==> src/rtl/vga_pkg.sv <==
// Shared constants for the text-mode display path.
// Holds the screen geometry, glyph size, pixel latency, memory address
// widths and the text-buffer cell address helper.
package vga_pkg;
  localparam int COLS    = 80;
  localparam int ROWS    = 30;
  localparam int CHAR_W  = 8;
  localparam int CHAR_H  = 16;
  localparam int LAT     = 3;
  localparam int TB_AW   = 12;
  localparam int FONT_AW = 11;
  localparam int ROW_W   = $clog2(CHAR_H);

  // Linear text-buffer address of a cell; 29*80+79 fits easily in 12 bits.
  function automatic logic [TB_AW-1:0] cell_addr(input logic [4:0] row,
                                                 input logic [6:0] col,
                                                 input int         cols);
    return TB_AW'(row) * TB_AW'(cols) + TB_AW'(col);
  endfunction
endpackage

==> src/rtl/font_fetch_ctrl_if.sv <==
// Host font-read port of font_fetch_ctrl.
//   hreq_i   host request, held until hgnt_o
//   haddr_i  font ROM address to read
//   hgnt_o   request accepted this cycle
//   hvalid_o hdata_o valid (one cycle, the cycle after the grant)
//   hdata_o  font ROM data returned to the host
// master = host side, slave = font_fetch_ctrl side.
interface font_fetch_ctrl_if;
  import vga_pkg::*;
  logic               hreq_i;
  logic [FONT_AW-1:0] haddr_i;
  logic               hgnt_o;
  logic               hvalid_o;
  logic [7:0]         hdata_o;

  modport master (output hreq_i, haddr_i, input  hgnt_o, hvalid_o, hdata_o);
  modport slave  (input  hreq_i, haddr_i, output hgnt_o, hvalid_o, hdata_o);
endinterface

==> src/rtl/pixel_shifter.sv <==
// Glyph row serializer: loads an 8-bit glyph row and emits it LSB first,
// one bit per clock, for 8 clocks.
//   clk_i, rst_i    clock, async active-high reset
//   load_i, data_i  load a new glyph row (wins over shifting)
//   pixel_o         current pixel, 0 when nothing is pending
//   pixel_valid_o   a loaded bit is being shown
module pixel_shifter
  import vga_pkg::*;
(
  input  logic              clk_i,
  input  logic              rst_i,
  input  logic              load_i,
  input  logic [CHAR_W-1:0] data_i,
  output logic              pixel_o,
  output logic              pixel_valid_o
);
  localparam int CW = $clog2(CHAR_W + 1);

  logic [CHAR_W-1:0] sr_q;
  logic [CW-1:0]     cnt_q;

  // A load on the cycle the last bit is out keeps adjacent cells gapless.
  always_ff @(posedge clk_i or posedge rst_i) begin
    if (rst_i) begin
      sr_q  <= '0;
      cnt_q <= '0;
    end else if (load_i) begin
      sr_q  <= data_i;
      cnt_q <= CW'(CHAR_W);
    end else if (cnt_q != '0) begin
      sr_q  <= sr_q >> 1;
      cnt_q <= cnt_q - CW'(1);
    end
  end

  assign pixel_valid_o = (cnt_q != '0);
  assign pixel_o       = pixel_valid_o & sr_q[0];
endmodule

==> src/rtl/font_fetch_ctrl.sv <==
// Text-mode character fetch: at each cell start C it addresses the text
// buffer, in C+1 (F) it addresses the font ROM with {char, glyph row}, in
// C+2 it loads the glyph into the shifter, so pixels leave LAT=3 clocks
// after their hpos. The font ROM port is shared with a host reader that
// is granted on every non-F cycle.
//   clk_i, rst_i            clock, async active-high reset
//   hpos_i, vpos_i, active_i raster position and visible flag
//   tb_addr_o / tb_data_i   text buffer (1-clock read latency)
//   font_addr_o/font_data_i font ROM (1-clock read latency)
//   host                    host font-read port (slave modport)
//   pixel_o, pixel_valid_o  serialized pixel and its qualifier
module font_fetch_ctrl
  import vga_pkg::TB_AW, vga_pkg::FONT_AW, vga_pkg::ROW_W, vga_pkg::cell_addr;
#(
  parameter int COLS = vga_pkg::COLS,
  parameter int ROWS = vga_pkg::ROWS,
  parameter int LAT  = vga_pkg::LAT
) (
  input  logic               clk_i,
  input  logic               rst_i,
  input  logic [9:0]         hpos_i,
  input  logic [9:0]         vpos_i,
  input  logic               active_i,
  output logic [TB_AW-1:0]   tb_addr_o,
  input  logic [7:0]         tb_data_i,
  output logic [FONT_AW-1:0] font_addr_o,
  input  logic [7:0]         font_data_i,
  font_fetch_ctrl_if.slave   host,
  output logic               pixel_o,
  output logic               pixel_valid_o
);
  // LAT is set by the two 1-clock RAM reads plus the shifter load;
  // stage 1 is the font fetch cycle, stage STAGES is the glyph load.
  localparam int STAGES = LAT - 1;

  logic [6:0]         col;
  logic [4:0]         row;
  logic               cell_start;
  logic [STAGES:1]    vld_pipe;
  logic               f_cyc;
  logic               load;
  logic [ROW_W-1:0]   glyph_row_q;
  logic [TB_AW-1:0]   tb_addr_q;
  logic [FONT_AW-1:0] font_addr_q;
  logic               hvalid_q;
  logic               unused_bits;

  assign col = hpos_i[9:3];
  assign row = vpos_i[8:4];

  // Gated by reset so nothing is addressed or granted while held in reset.
  assign cell_start = !rst_i && active_i && (hpos_i[2:0] == 3'd0) &&
                      (int'(col) < COLS) && (int'(row) < ROWS);

  assign f_cyc = vld_pipe[1];
  assign load  = vld_pipe[STAGES];

  assign host.hgnt_o = !rst_i && host.hreq_i && !f_cyc;

  // Addresses go out combinationally so each RAM samples them at the end
  // of the same cycle; otherwise they hold their last value.
  always_comb begin
    tb_addr_o = tb_addr_q;
    if (cell_start) tb_addr_o = cell_addr(row, col, COLS);
    font_addr_o = font_addr_q;
    if (f_cyc)              font_addr_o = {tb_data_i[6:0], glyph_row_q};
    else if (host.hgnt_o)   font_addr_o = host.haddr_i;
  end

  always_ff @(posedge clk_i or posedge rst_i) begin
    if (rst_i) begin
      vld_pipe    <= '0;
      glyph_row_q <= '0;
      tb_addr_q   <= '0;
      font_addr_q <= '0;
      hvalid_q    <= 1'b0;
    end else begin
      vld_pipe    <= {vld_pipe[STAGES-1:1], cell_start};
      if (cell_start) glyph_row_q <= vpos_i[ROW_W-1:0];
      tb_addr_q   <= tb_addr_o;
      font_addr_q <= font_addr_o;
      hvalid_q    <= host.hgnt_o;
    end
  end

  // ROM data for a grant arrives the next cycle; pass it straight through.
  assign host.hvalid_o = hvalid_q;
  assign host.hdata_o  = hvalid_q ? font_data_i : 8'h00;

  pixel_shifter u_shift (
    .clk_i        (clk_i),
    .rst_i        (rst_i),
    .load_i       (load),
    .data_i       (font_data_i),
    .pixel_o      (pixel_o),
    .pixel_valid_o(pixel_valid_o)
  );

  // ASCII bit 7 and vpos bit 9 have no role here.
  assign unused_bits = tb_data_i[7] ^ vpos_i[9];
endmodule

==> src/flat_wrapper.sv <==
// flat-port wrapper written by rule: the top's interface ports become plain ports
module font_fetch_ctrl_flat import vga_pkg::TB_AW, vga_pkg::FONT_AW, vga_pkg::ROW_W, vga_pkg::cell_addr;
#(
  parameter int COLS = vga_pkg::COLS,
  parameter int ROWS = vga_pkg::ROWS,
  parameter int LAT  = vga_pkg::LAT
)
  (clk_i, rst_i, hpos_i, vpos_i, active_i, tb_addr_o, tb_data_i, font_addr_o, font_data_i, pixel_o, pixel_valid_o, host_hreq_i, host_haddr_i, host_hgnt_o, host_hvalid_o, host_hdata_o);
  font_fetch_ctrl_if host_i ();
  input  logic clk_i;
  input  logic rst_i;
  input  logic [9:0] hpos_i;
  input  logic [9:0] vpos_i;
  input  logic active_i;
  output logic [TB_AW-1:0] tb_addr_o;
  input  logic [7:0] tb_data_i;
  output logic [FONT_AW-1:0] font_addr_o;
  input  logic [7:0] font_data_i;
  output logic pixel_o;
  output logic pixel_valid_o;
  input wire logic [$bits(host_i.hreq_i)-1:0] host_hreq_i;
  input wire logic [$bits(host_i.haddr_i)-1:0] host_haddr_i;
  output wire logic [$bits(host_i.hgnt_o)-1:0] host_hgnt_o;
  output wire logic [$bits(host_i.hvalid_o)-1:0] host_hvalid_o;
  output wire logic [$bits(host_i.hdata_o)-1:0] host_hdata_o;
  assign host_i.hreq_i = host_hreq_i;
  assign host_i.haddr_i = host_haddr_i;
  assign host_hgnt_o = host_i.hgnt_o;
  assign host_hvalid_o = host_i.hvalid_o;
  assign host_hdata_o = host_i.hdata_o;
  font_fetch_ctrl #(.COLS(COLS), .ROWS(ROWS), .LAT(LAT)) u_core (.clk_i(clk_i), .rst_i(rst_i), .hpos_i(hpos_i), .vpos_i(vpos_i), .active_i(active_i), .tb_addr_o(tb_addr_o), .tb_data_i(tb_data_i), .font_addr_o(font_addr_o), .font_data_i(font_data_i), .host(host_i), .pixel_o(pixel_o), .pixel_valid_o(pixel_valid_o));
endmodule
==> config.mk <==
export PLATFORM = sky130hd
export DESIGN_NAME = font_fetch_ctrl_flat
export DESIGN_NICKNAME = d
export VERILOG_FILES = /design/src/rtl/vga_pkg.sv /design/src/rtl/font_fetch_ctrl_if.sv /design/src/rtl/pixel_shifter.sv /design/src/rtl/font_fetch_ctrl.sv /design/src/flat_wrapper.sv
export SDC_FILE = /design/constraint.sdc
export NUM_CORES = 1
export LEC_CHECK = 0
export ABC_AREA = 1
export CAP_MARGIN = 5
export CORE_MARGIN = 3
export CORE_UTILIZATION = 39
export DETAILED_ROUTE_END_ITERATION = 7
export PLACE_DENSITY_LB_ADDON = 0.3
export SLEW_MARGIN = 20
export SYNTH_ARGS = -nofsm -noshare
export SYNTH_HDL_FRONTEND = slang
export SYNTH_HIERARCHICAL = 1
export SYNTH_SLANG_ARGS = --single-unit
==> constraint.sdc <==
create_clock -name clk_i -period 5.2 [get_ports clk_i]
set_clock_uncertainty 0.1 [all_clocks]
set_input_delay 1.3 -clock clk_i [delete_from_list [all_inputs] [get_ports clk_i]]
set_output_delay 1.3 -clock clk_i [all_outputs]
set_load 0.01 [all_outputs]
Word-level counts from Yosys, hierarchy flattened
Index checks and enable logic that the tools add are counted.

Output and inout port bits: 35. Word-level logic and storage cells: 32. Input port bits: 51. Register bits: 42.

Bitwise operators: 1. Add/subtract/negate cells: 2. $lt $le $gt $ge: 2. Mux-type cells: 8. Multiply operators: 1. Reduce and logical (&&, ||, !) cells: 11.

Operator list (count): $mux W8 (3); $mux W11 (2); $add A12 B7 Y12 (1); $mux W12 (1); $mul A5 B3 Y8 const B (1); $mux W4 (2); $lt A7 B7 Y1 const B (1); $logic_and A1 B1 Y1 (6); $lt A5 B5 Y1 const B (1); $reduce_bool A4 Y1 (1); $sub A4 B1 Y4 const B (1); $logic_not A3 Y1 (1); $logic_not A1 Y1 (2); $reduce_bool A2 Y1 (1); $and A1 B1 Y1 (1).

Longest topological paths before layout
Gate-level depths: netlist (run 1).

Depth after elaboration: 6. Depth in mapped cells: 11.

Hierarchy
The synthesis (run 1) kept the hierarchy.

By module, submodules not included: font_fetch_ctrl (sequential area each 750.7 µm², instances 1, area an instance 1630.3 µm², cells an instance 209); pixel_shifter (sequential area each 300.3 µm², instances 1, area an instance 691.9 µm², cells an instance 89).

Least setup slack after synthesis (run 1)
Ideal clock, no wire load.

Path type: input to output. From: input port vpos_i[5]. To: output port tb_addr_o[11]. Stages on the path: 11. Buffers on the path: 0. Path slack: 0.909 ns. Data arrival time: 2.891 ns. Cell sequence: ha_1 ha_1 fa_1 nand2_1 inv_1 nand3_1 nor2_1 nand2_1 nand2_1 nand2_1 nand2_1.

Word-level cells in the longest chain between the ends: 3.

RTL lines: start, declared (line flat_wrapper.sv:13) `input logic [9:0] vpos_i;`; $mul A5 B3 Y8 or $lt A5 B5 Y1 (tied branches) (line vga_pkg.sv:18, font_fetch_ctrl.sv:53); $add A12 B7 Y12 or $logic_and A1 B1 Y1 (tied branches) (line vga_pkg.sv:18, font_fetch_ctrl.sv:53); $mux W12 (*) (line font_fetch_ctrl.sv:64) `if (cell_start) tb_addr_o = cell_addr(row, col, COLS);`; end, declared (line flat_wrapper.sv:15) `output logic [TB_AW-1:0] tb_addr_o;`.

Every way passes the cells marked *; elsewhere a longest branch is shown, timed or not.

Worst setup path in the final report (run 1)
From: input port vpos_i[6]. To: output port tb_addr_o[7].

The elaborated chain is that of the path after synthesis.

==> flow_metrics.py, run 1 <==
metrics = {
    "synth": {
        "post_synth_mux_area_share_pct": 0,
        "adder_cell_area_share_of_the_yosys_netlist_pct": 7.11,
        "netlist_top_cells_count": "sky130_fd_sc_hd__nand2_1 (124), sky130_fd_sc_hd__dfrtp_1 (42), sky130_fd_sc_hd__inv_1 (29)",
        "ys_ff_latch": 42,
        "simple_gate_share_of_the_synthesized_area_pct": 31.3,
        "synth-compound-area-share_pct": 6.79,
        "synth_xor_area_share_pct": 1.13,
        "synth-edff-count": 0,
        "syn-instance-count": 298,
        "ys_seq_area_share_pct": 45.3,
        "cell_area_after_technology_mapping_mm2": 0.00232,
        "post_synth_num_cell_types": 27,
        "synth_top_family_by_area": "simple AND/OR/NAND/NOR gates",
        "syn-mean-instance-area_um2": 7.79,
        "synth_flop_cell": "sky130_fd_sc_hd__dfrtp_1",
        "synthesis.yosys.warnings": 6,
        "asyncSetResetFlopFracSynth_pct": 100,
        "synth.net_count": 361,
        "synth_largest_area_cell": "sky130_fd_sc_hd__dfrtp_1",
        "synth_top_cell_area_share_pct": 45.3,
        "ys_top_cells_by_area": "sky130_fd_sc_hd__dfrtp_1 (45%), sky130_fd_sc_hd__nand2_1 (20%), sky130_fd_sc_hd__ha_1 (5.4%)",
        "most_frequent_cell_after_synthesis": "sky130_fd_sc_hd__nand2_1",
    },
    "critical_path": {
        "crit_required_ps": 3800,
        "timing.critical_path.arrival_ps": 3640,
        "crit_path_cell_trace": "clkdlybuf4s50_1 > ha_1 > ha_1 > nand2_1 > nand2_1 > inv_1 > nand2_1 > xnor2_1 > o21ai_0 > clkdlybuf4s50_1",
        "start_kind": "primary input",
        "crit_top_cell": "sky130_fd_sc_hd__nand2_1",
        "worst-path-max-fanout": 4,
        "timing.critical_path.to_type": "output port",
        "worst-setup-path-type": "primary input to output port",
        "cpPeakStageDelay_ps": 610,
        "cell_type_of_the_slowest_stage_on_the_worst_timing_path": "sky130_fd_sc_hd__clkdlybuf4s50_1",
    },
    "floorplan": {
        "floorplan.die.height_um": 83.2,
        "floorplan.core_area_mm2": 0.00564,
        "initial_utilization_pct": 41.2,
        "io_pins": 86,
        "floorplan.die_area_mm2": 0.00692,
        "die_width_um": 83.2,
        "core.rowCount": 27,
    },
    "global_route": {
        "wire_length_of_the_first_global_routing_pass_um": 9490,
        "first_global_vias": 2172,
        "grt_overflow": 0,
        "grt_start_max_net_pins": 26,
        "grt_antenna_before_repair": 0,
        "grt_util_all_layers_pct": 16.4,
    },
    "timing": {
        "post-route-min-period_ps": 5040,
        "grt_setup_unrepaired": "false",
        "final_slew_violations": 0,
        "max_frequency_mhz": 199,
        "timing.final.ws_setup_ps": 164,
        "slew_at_the_pin_closest_to_its_max_slew_limit_ps": 570,
        "worst_slew_margin_rel_pct": 62.0,
        "final-hold-violation-count": 0,
        "final.period_utilization_pct": 96.8,
        "finalSetupViolations": 0,
    },
    "power_and_ir_drop": {
        "pwr_density_cell_mw_per_mm2": 325,
        "max-vdd-ir-drop_uv": 137,
        "leakage_component_of_the_power_uw": 0.00170,
    },
    "clock_network": {
        "clock_tree.root_cell": "sky130_fd_sc_hd__clkbuf_8",
        "clk-insertion-delay-late_ps": 280,
        "postCtsSetupRepairBufs": 0,
        "cts_tree": "done",
        "cts_max_path_buffers": 2,
        "num_cts_buffers": 5,
        "clock_sink_count": 42,
        "htree_num_levels": 2,
        "worst_setup_hold_path_clk_slew_ps": 70,
    },
    "detailed_routing": {
        "ant_nets": 0,
        "routedWlPerCell_um": 12.0,
        "count_of_tritonroute_iterations_in_the_first_routing_pass": 4,
        "route.detailed.vias_per_inst": 4.72,
        "drt-total-wl_um": 5530,
        "drc": 0,
        "vias": 2167,
        "initialDrtViolationCount": 72,
    },
    "final_layout": {
        "antennaDiodeCount": 0,
        "drive_gt1_share_pct": 8.01,
        "area_occupied_by_multi_input_gates_mm2": 0.00108,
        "regArea_mm2": 0.00105,
        "areaGrowthSynthToFinish_pct": 44.3,
        "final_design_utilization_pct": 59.4,
        "fin_nets": 450,
        "fillCellCount": 509,
    },
    "hold_path": {
        "timing.hold.worst.class": "flip-flop to flip-flop",
    },
    "placement": {
        "placement.io_buffers": 83,
        "place_congestion": 0.858,
        "place_ws_ps": -180,
        "detailed_place_hpwl_um": 4150,
    },
    "run": {
        "max_cap_viol_count": 0,
    },
    "run_status": {
        "outcome": "finished, final reports clean",
    },
}
layout make-up:
type | count | area share (%)
Multi-Input combinational cell | 213 | 32.3
Sequential cell | 42 | 31.4
Timing Repair Buffer | 92 | 26.5
Inverter | 33 | 3.73
Tap cell | 72 | 2.69
Clock buffer | 6 | 2.46
Clock inverter | 1 | 0.896
metrics by stage:
| stage | cells | TNS [ps] | hold slack (ps) | cell area [um2] | total power [uW] |
|---|---|---|---|---|---|
| 2_1_floorplan | 298 | 0 | 311 | 2320 | 668 |
| 3_3_place_gp | 452 | -302 | 352 | 3240 | 832 |
| 3_5_place_dp | 452 | -450 | 354 | 3240 | 843 |
| 4_1_cts | 459 | 0 | 374 | 3350 | 1100 |
| 5_1_grt | 459 | 0 | 391 | 3350 | 1170 |
| 6_report | 459 | 0 | 372 | 3350 | 1090 |
power by group:
part,switching (uW),total (uW),internal [uW]
combinational,212,402,190
clock,102,256,154
sequential,39.1,432,393
total,353,1090,736
worst max-delay path, delay by kind of cell:
kind,cells,cell delay (ps)
compound gates,1,280
xor+xnor,1,110
buf+inv,3,1170
fa+ha+maj,2,580
simple gates,3,190
cells in the final DEF, fill, tap and decap left out, drive strengths merged:
cell,n
xor2,1
nor3,1
bufinv,1
inv,32
xnor2,2
nand3,11
clkbuf,7
clkinv,1
nand2,125
a21oi,2
nand4,11
dlygate4sd2,3
o21ai,28
clkdlybuf4s50,79
buf,9
nor2,20
ha,10
fa,2
dfrtp,42
routing by layer:
metal / vias up / routed length (um) / global-route usage [%] / share of wire, %
li1: 1115 / - / - / -
met5: - / 0 / 0 / 0
met4: 0 / 111 / 7.43 / 2.0
met1: 977 / 2390 / 19.3 / 43
met3: 10 / 284 / 3.97 / 5.1
met2: 65 / 2740 / 28.3 / 50
worst paths after layout:
check / startpoint / to / slack, ps / cells past startpoint
worst max-delay path: vpos_i[6] / tb_addr_o[7] / 160 / 10
worst min-delay path: u_core/tb_addr_q[4]$_DFF_PP0_ / u_core/tb_addr_q[4]$_DFF_PP0_ / 370 / 2
worst max register to register: u_core/u_shift/cnt_q[0]$_DFFE_PP0P_ / u_core/u_shift/sr_q[0]$_DFFE_PP0P_ / 3660 / 5
worst min register to register: u_core/tb_addr_q[4]$_DFF_PP0_ / u_core/tb_addr_q[4]$_DFF_PP0_ / 370 / 2
max in group asynchronous: rst_i / u_core/host.hvalid_o$_DFF_PP0_ / 3140 / 3
min in group asynchronous: rst_i / u_core/tb_addr_q[7]$_DFF_PP0_ / 1210 / 2
timing repair:
item                                    in CTS  in global routing
hold buffers                                 0                  0
endpoints found under the setup margin       4                  2
pin swaps                                    0                  1
gates resized for setup                      6                  3
flip-flops by register name (all words and copies together), names as in the netlist:
name                  flops
u_core/font_addr_q       11
u_core/host.hvalid_o      1
u_core/u_shift/sr_q       8
u_core/glyph_row_q        4
u_core/u_shift/cnt_q      4
u_core/vld_pipe           2
u_core/tb_addr_q         12
cells by family after synthesis:
family,after synthesis
fa+ha+maj,12
flops,42
xor+xnor,3
compound gates,30
buf+inv,43
simple gates,168
Power figures use the tool's default switching activity.
==> run 2: changes to the inputs <==
Clock period 5.2 ns to 5.3 ns, I/O delays scaled along.
==> run 2 against run 1 <==
Against the previous run:
- sequential share of layout area rose by 0.33 points
- power shrank 6.7%
- count of clock-buffer cells in the layout unchanged
- first-iteration DRC count increased by 25%
- via count shrank 1.1%
- critical path depth unchanged
- combinational power down 2%
- non-clock buffer count is 1 lower
- register-to-register slack improved by 90 ps
- sequential cell count unchanged
- die area unchanged
- core utilization down 0.62 points
==> flow_metrics.py, run 2 (synthesis results as in run 1) <==
metrics = {
    "detailed_routing": {
        "ant_nets": 0,
        "detailed_routed_wire_length_on_met2_um": 2690,
        "routed.top_layer": "met4",
        "drc": 0,
        "initialDrtViolationCount": 90,
        "wl_met1_um": 2440,
        "vias": 2143,
        "route.detailed.vias_per_inst": 4.67,
        "routedWlPerCell_um": 12.0,
        "met3_length_um": 282,
        "drt-total-wl_um": 5500,
        "count_of_tritonroute_iterations_in_the_first_routing_pass": 4,
    },
    "global_route": {
        "grt_util_all_layers_pct": 16.4,
        "grt_antenna_before_repair": 0,
        "grt_start_max_net_pins": 26,
        "wire_length_of_the_first_global_routing_pass_um": 9570,
        "grt_overflow": 0,
        "first_global_vias": 2144,
    },
    "final_layout": {
        "fin_nets": 449,
        "antennaDiodeCount": 0,
        "drive_gt1_share_pct": 7.49,
        "areaGrowthSynthToFinish_pct": 42.8,
        "final_design_area_no_fill_mm2": 0.00332,
        "top_library_cells_by_usage_in_the_layout_fill_and_taps_aside": "sky130_fd_sc_hd__nand2_1 (124), sky130_fd_sc_hd__clkdlybuf4s50_1 (79), sky130_fd_sc_hd__dfrtp_1 (42)",
        "largest_reg_flops": 12,
        "biggestRegsByFlops": "u_core/tb_addr_q: 12 flops, u_core/font_addr_q: 11 flops, u_core/u_shift/sr_q: 8 flops",
        "layout_commonest_cell": "sky130_fd_sc_hd__nand2_1",
        "registers.top_by_ff_count": "u_core/tb_addr_q",
        "fillCellCount": 532,
    },
    "timing": {
        "final-hold-violation-count": 0,
        "finalSetupTns_ps": 0,
        "timing.final.ws_setup_ps": 208,
        "max_frequency_mhz": 196,
        "final.period_utilization_pct": 96.1,
        "post-route-min-period_ps": 5090,
        "finalSetupViolations": 0,
        "worst_slew_margin_rel_pct": 62.9,
        "grt_setup_unrepaired": "false",
        "slew_at_the_pin_closest_to_its_max_slew_limit_ps": 556,
        "final_slew_violations": 0,
    },
    "critical_path": {
        "timing.critical_path.to_type": "output port",
        "worst-setup-path-type": "primary input to output port",
        "crit_required_ps": 3880,
        "worst-path-max-fanout": 4,
        "timing.critical_path.arrival_ps": 3670,
        "start_kind": "primary input",
    },
    "run_status": {
        "outcome": "finished, final reports clean",
    },
    "floorplan": {
        "floorplan.core_area_mm2": 0.00564,
        "floorplan.die_area_mm2": 0.00692,
        "io_pins": 86,
        "floorplan.die.height_um": 83.2,
        "core.rowCount": 27,
        "die_width_um": 83.2,
        "initial_utilization_pct": 41.2,
    },
    "power_and_ir_drop": {
        "finalPower_uw": 1020,
        "pwr_density_cell_mw_per_mm2": 306,
        "leakage_component_of_the_power_uw": 0.00169,
        "max-vdd-ir-drop_uv": 137,
    },
    "placement": {
        "detailed_place_hpwl_um": 4200,
        "place_ws_ps": -98.4,
        "place_congestion": 0.880,
        "dpl-instance-area_mm2": 0.00323,
        "placement.io_buffers": 83,
    },
    "clock_network": {
        "cts_hold_buf": 0,
        "htree_num_levels": 2,
        "worst_setup_hold_path_clk_slew_ps": 80,
        "clock_tree.root_cell": "sky130_fd_sc_hd__clkbuf_8",
        "clock_sink_count": 42,
        "clk-insertion-delay-late_ps": 290,
        "postCtsSetupRepairBufs": 0,
        "num_cts_buffers": 5,
        "cts_max_path_buffers": 2,
        "cts_tree": "done",
    },
    "run": {
        "max_cap_viol_count": 0,
    },
    "hold_path": {
        "timing.hold.worst.class": "flip-flop to flip-flop",
    },
}
## run 2: cell type report
class / instances / area, um2 / area share (%)
clock buffer: 6 / 72.6 / 2.19
tap: 72 / 90.1 / 2.72
clock inverter: 2 / 13.8 / 0.415
inverter: 33 / 125 / 3.77
multi-input combinational: 213 / 1080 / 32.5
sequential: 42 / 1050 / 31.7
timing repair buffer: 91 / 886 / 26.7
## run 2: worst paths after layout
| kind | startpoint | end | slack [ps] | cells past startpoint |
|---|---|---|---|---|
| setup / recovery | vpos_i[6] | tb_addr_o[7] | 210 | 10 |
| max in group asynchronous | rst_i | u_core/vld_pipe[2]$_DFF_PP0_ | 3240 | 3 |
| hold / removal | u_core/glyph_row_q[1]$_DFFE_PP0P_ | u_core/glyph_row_q[1]$_DFFE_PP0P_ | 380 | 2 |
| setup reg to reg | u_core/u_shift/cnt_q[0]$_DFFE_PP0P_ | u_core/u_shift/sr_q[0]$_DFFE_PP0P_ | 3750 | 5 |
| hold reg to reg | u_core/glyph_row_q[1]$_DFFE_PP0P_ | u_core/glyph_row_q[1]$_DFFE_PP0P_ | 380 | 2 |
| min in group asynchronous | rst_i | u_core/tb_addr_q[7]$_DFF_PP0_ | 1220 | 2 |
## run 2: stage by stage
| stage | hold WS, ps | std cells | util [%] |
|---|---|---|---|
| after floorplan | 311 | 298 | - |
| final | 377 | 459 | 58.8 |
| after global placement | 351 | 451 | 57.3 |
| after global routing | 397 | 459 | 58.8 |
| after detailed placement | 357 | 451 | 57.3 |
| after CTS | 379 | 459 | 58.8 |
## run 2: per-layer routing
| metal | GRT usage [%] | up-vias |
|---|---|---|
| met2 | 28.6 | 60 |
| met5 | 0 | - |
| li1 | - | 1117 |
| met3 | 2.68 | 7 |
| met4 | 5.79 | 0 |
| met1 | 20.5 | 959 |
## run 2: critical path, stage by stage
cell and delay (ps):
sky130_fd_sc_hd__clkdlybuf4s50_1 510, sky130_fd_sc_hd__ha_1 250, sky130_fd_sc_hd__ha_1 340, sky130_fd_sc_hd__nand2_1 90
sky130_fd_sc_hd__nand2_1 60, sky130_fd_sc_hd__inv_1 50, sky130_fd_sc_hd__nand2_1 50, sky130_fd_sc_hd__xnor2_1 110
sky130_fd_sc_hd__o21ai_0 270, sky130_fd_sc_hd__clkdlybuf4s50_1 600
## run 2: report_power, final
| part | switching (uW) | leakage, uW | internal [uW] |
|---|---|---|---|
| combinational | 206 | 0.00111 | 186 |
| sequential | 38.7 | 0.000529 | 385 |
| clock | 107 | 0.0000452 | 92.9 |
## run 2: timing repair
action	CTS	global route
cloned	0	0
pin swaps	0	0
setup endpoints to repair	4	2
gates resized for setup	4	4
==> run 3: changes to the inputs <==
Settings changed: HOLD_SLACK_MARGIN set to 0.06.
==> results of run 3 <==
Same layout as run 2: the final DEF is identical, and so are final timing and power.
==> RTL change, RTL diff (flow settings as in run 3) <==
Take the reset off `font_addr_q` and load it in a clocked block of its own.
--- a/src/rtl/font_fetch_ctrl.sv
+++ b/src/rtl/font_fetch_ctrl.sv
@@ -74,3 +74,2 @@
       tb_addr_q   <= '0;
-      font_addr_q <= '0;
       hvalid_q    <= 1'b0;
@@ -80,5 +79,8 @@
       tb_addr_q   <= tb_addr_o;
-      font_addr_q <= font_addr_o;
       hvalid_q    <= host.hgnt_o;
     end
+  end
+
+  always_ff @(posedge clk_i) begin
+    font_addr_q <= font_addr_o;
   end
Check against the original RTL: differs if rst_i is asserted again (counterexample within 4 cycles, from zero or initial values and one cycle with rst_i high); with rst_i held inactive, the same outputs for 10 cycles.
==> RTL change against run 3 <==
- via count up 1.6%
- worst setup slack lost 0.033 ns
- synthesized cell count fell by 1.0%
- sequential cell count unchanged
- synthesized area is 2.7% lower
- power about the same
- final area down 1.3%
- routed wire length shrank 3.3%
==> RTL change: results (changes against run 3) <==
metric,value,unit,change
Async SR Flop Fraction,0.7381,,-0.2619
Pleak,1.665,nW,-1.4%
DP HPWL,4124,um,-1.8%
largest net degree at the start of global routing,19,,-27%
RePlAce Congestion,0.7320,,-17%
Met1 Wirelength,2349,um,-3.7%
setup slack at placement,-0.07693,ns,+0.02150 ns
CP Data Arrival Time,3.70,ns,+0.03 ns
All-Layer GR Usage,0.1721,,+0.007870
Synth area leaders,"dfrtp_1, nand2_1, dfxtp_1, o21ai_0, ha_1",,
first-pass GRT wire length,8963,um,-6.3%
first-pass iteration count of the detailed router,4,,unchanged
switching pwr,0.0003474,W,-1.1%
Routed met3 length,358,um,+27%
Placed Instances,449,,-0.44%
Worst VDD drop,183.8,uV,+35%
cell count after synthesis,295,,-1.0%
TritonCTS Buffers,5,,unchanged
vias in the first global route,1999,,-6.8%
outcome,"finished, final reports clean",,
DR WL met2,2559,um,-4.9%
fmax,0.1951,GHz,-0.64%
hold path startpoint,u_core/tb_addr_q[4]$_DFF_PP0_,,
WHS Endpoint,u_core/tb_addr_q[4]$_DFF_PP0_,,
vias per cell,4.766,,+2.1%
commonest cells in the netlist,"nand2_1, dfrtp_1, inv_1",,
syn nets,358,,-0.83%
"Seq/Total Area, Yosys",0.4410,,-0.01159
layout cell share with drive strength beyond 1,0.07792,,+0.002987
Worst Path Max Fanout,3,,-1
worst setup path endpoint,tb_addr_o[10],,
drt initial violations,108,,+20%
reg2reg end,u_core/u_shift/sr_q[5]$_DFFE_PP0P_,,
final hold slack,0.3737,ns,-0.003752 ns
DRT Wirelength,5317,um,-3.3%
nets,447,,-0.45%
flop-to-flop setup slack,3.78,ns,+0.03 ns
crit path from,vpos_i[5],,
Avg WL per Cell,11.63,um,-2.9%
[RTL change: final cells by class]
type,count,area (um^2)
tap,72,90.09
fill,515,2266
clock inverter,2,13.76
clock buffer,6,72.57
multi-input combinational,210,1079
inverter,34,128.9
sequential,42,996.0
timing repair buffer,91,894.6
[RTL change: worst max-delay path, cell delays in order]
cell	delay, ns
clkdlybuf4s50_1	0.43
ha_1	0.31
ha_2	0.20
fa_1	0.55
nand2_1	0.07
inv_1	0.06
nand3_2	0.09
buf_4	0.14
nor2_1	0.08
nand2_1	0.06
nand3_1	0.07
nand2_1	0.07
clkdlybuf4s15_1	0.23
[RTL change: through the flow]
stage	area [um^2]	setup TNS, ns
floorplan	2258	0
global placement	3174	-0.1191
detailed placement	3174	-0.1599
CTS	3258	0
global route	3274	-0.01778
finish	3274	0
[RTL change: power groups by stage]
stage	clock [W]	combinational, W	sequential [W]
6_report	0.000201	0.000392	0.000422
5_1_grt	0.000230	0.000441	0.000431
4_1_cts	0.000209	0.000397	0.000422
3_5_place_dp	0	0.000397	0.000427
3_3_place_gp	0	0.000389	0.000426
2_1_floorplan	0	0.000234	0.000421
[RTL change: layer usage]
metal,vias up,global-route usage
met5,-,0
met4,0,0.05482
met3,5,0.05315
met2,57,0.2811
met1,1008,0.2176
li1,1108,-
[RTL change: kinds of logic after synthesis]
| logic type | share of synthesized area |
|---|---|
| adder cells (fa/ha/maj) | 0.07313 |
| XOR/XNOR | 0.01164 |
| AND/OR/NAND/NOR | 0.3152 |
| AO/OA/AOI/OAI | 0.07313 |
| flip-flops | 0.4410 |
| buffers and inverters | 0.08587 |
[RTL change: what timing repair did]
action / in CTS / in global routing
pin swaps: 0 / 2
gates resized for setup: 3 / 6
endpoints found under the setup margin: 3 / 4
endpoints found under the hold margin: 0 / 0
hold buffers: 0 / 0
setup buffers: 0 / 0
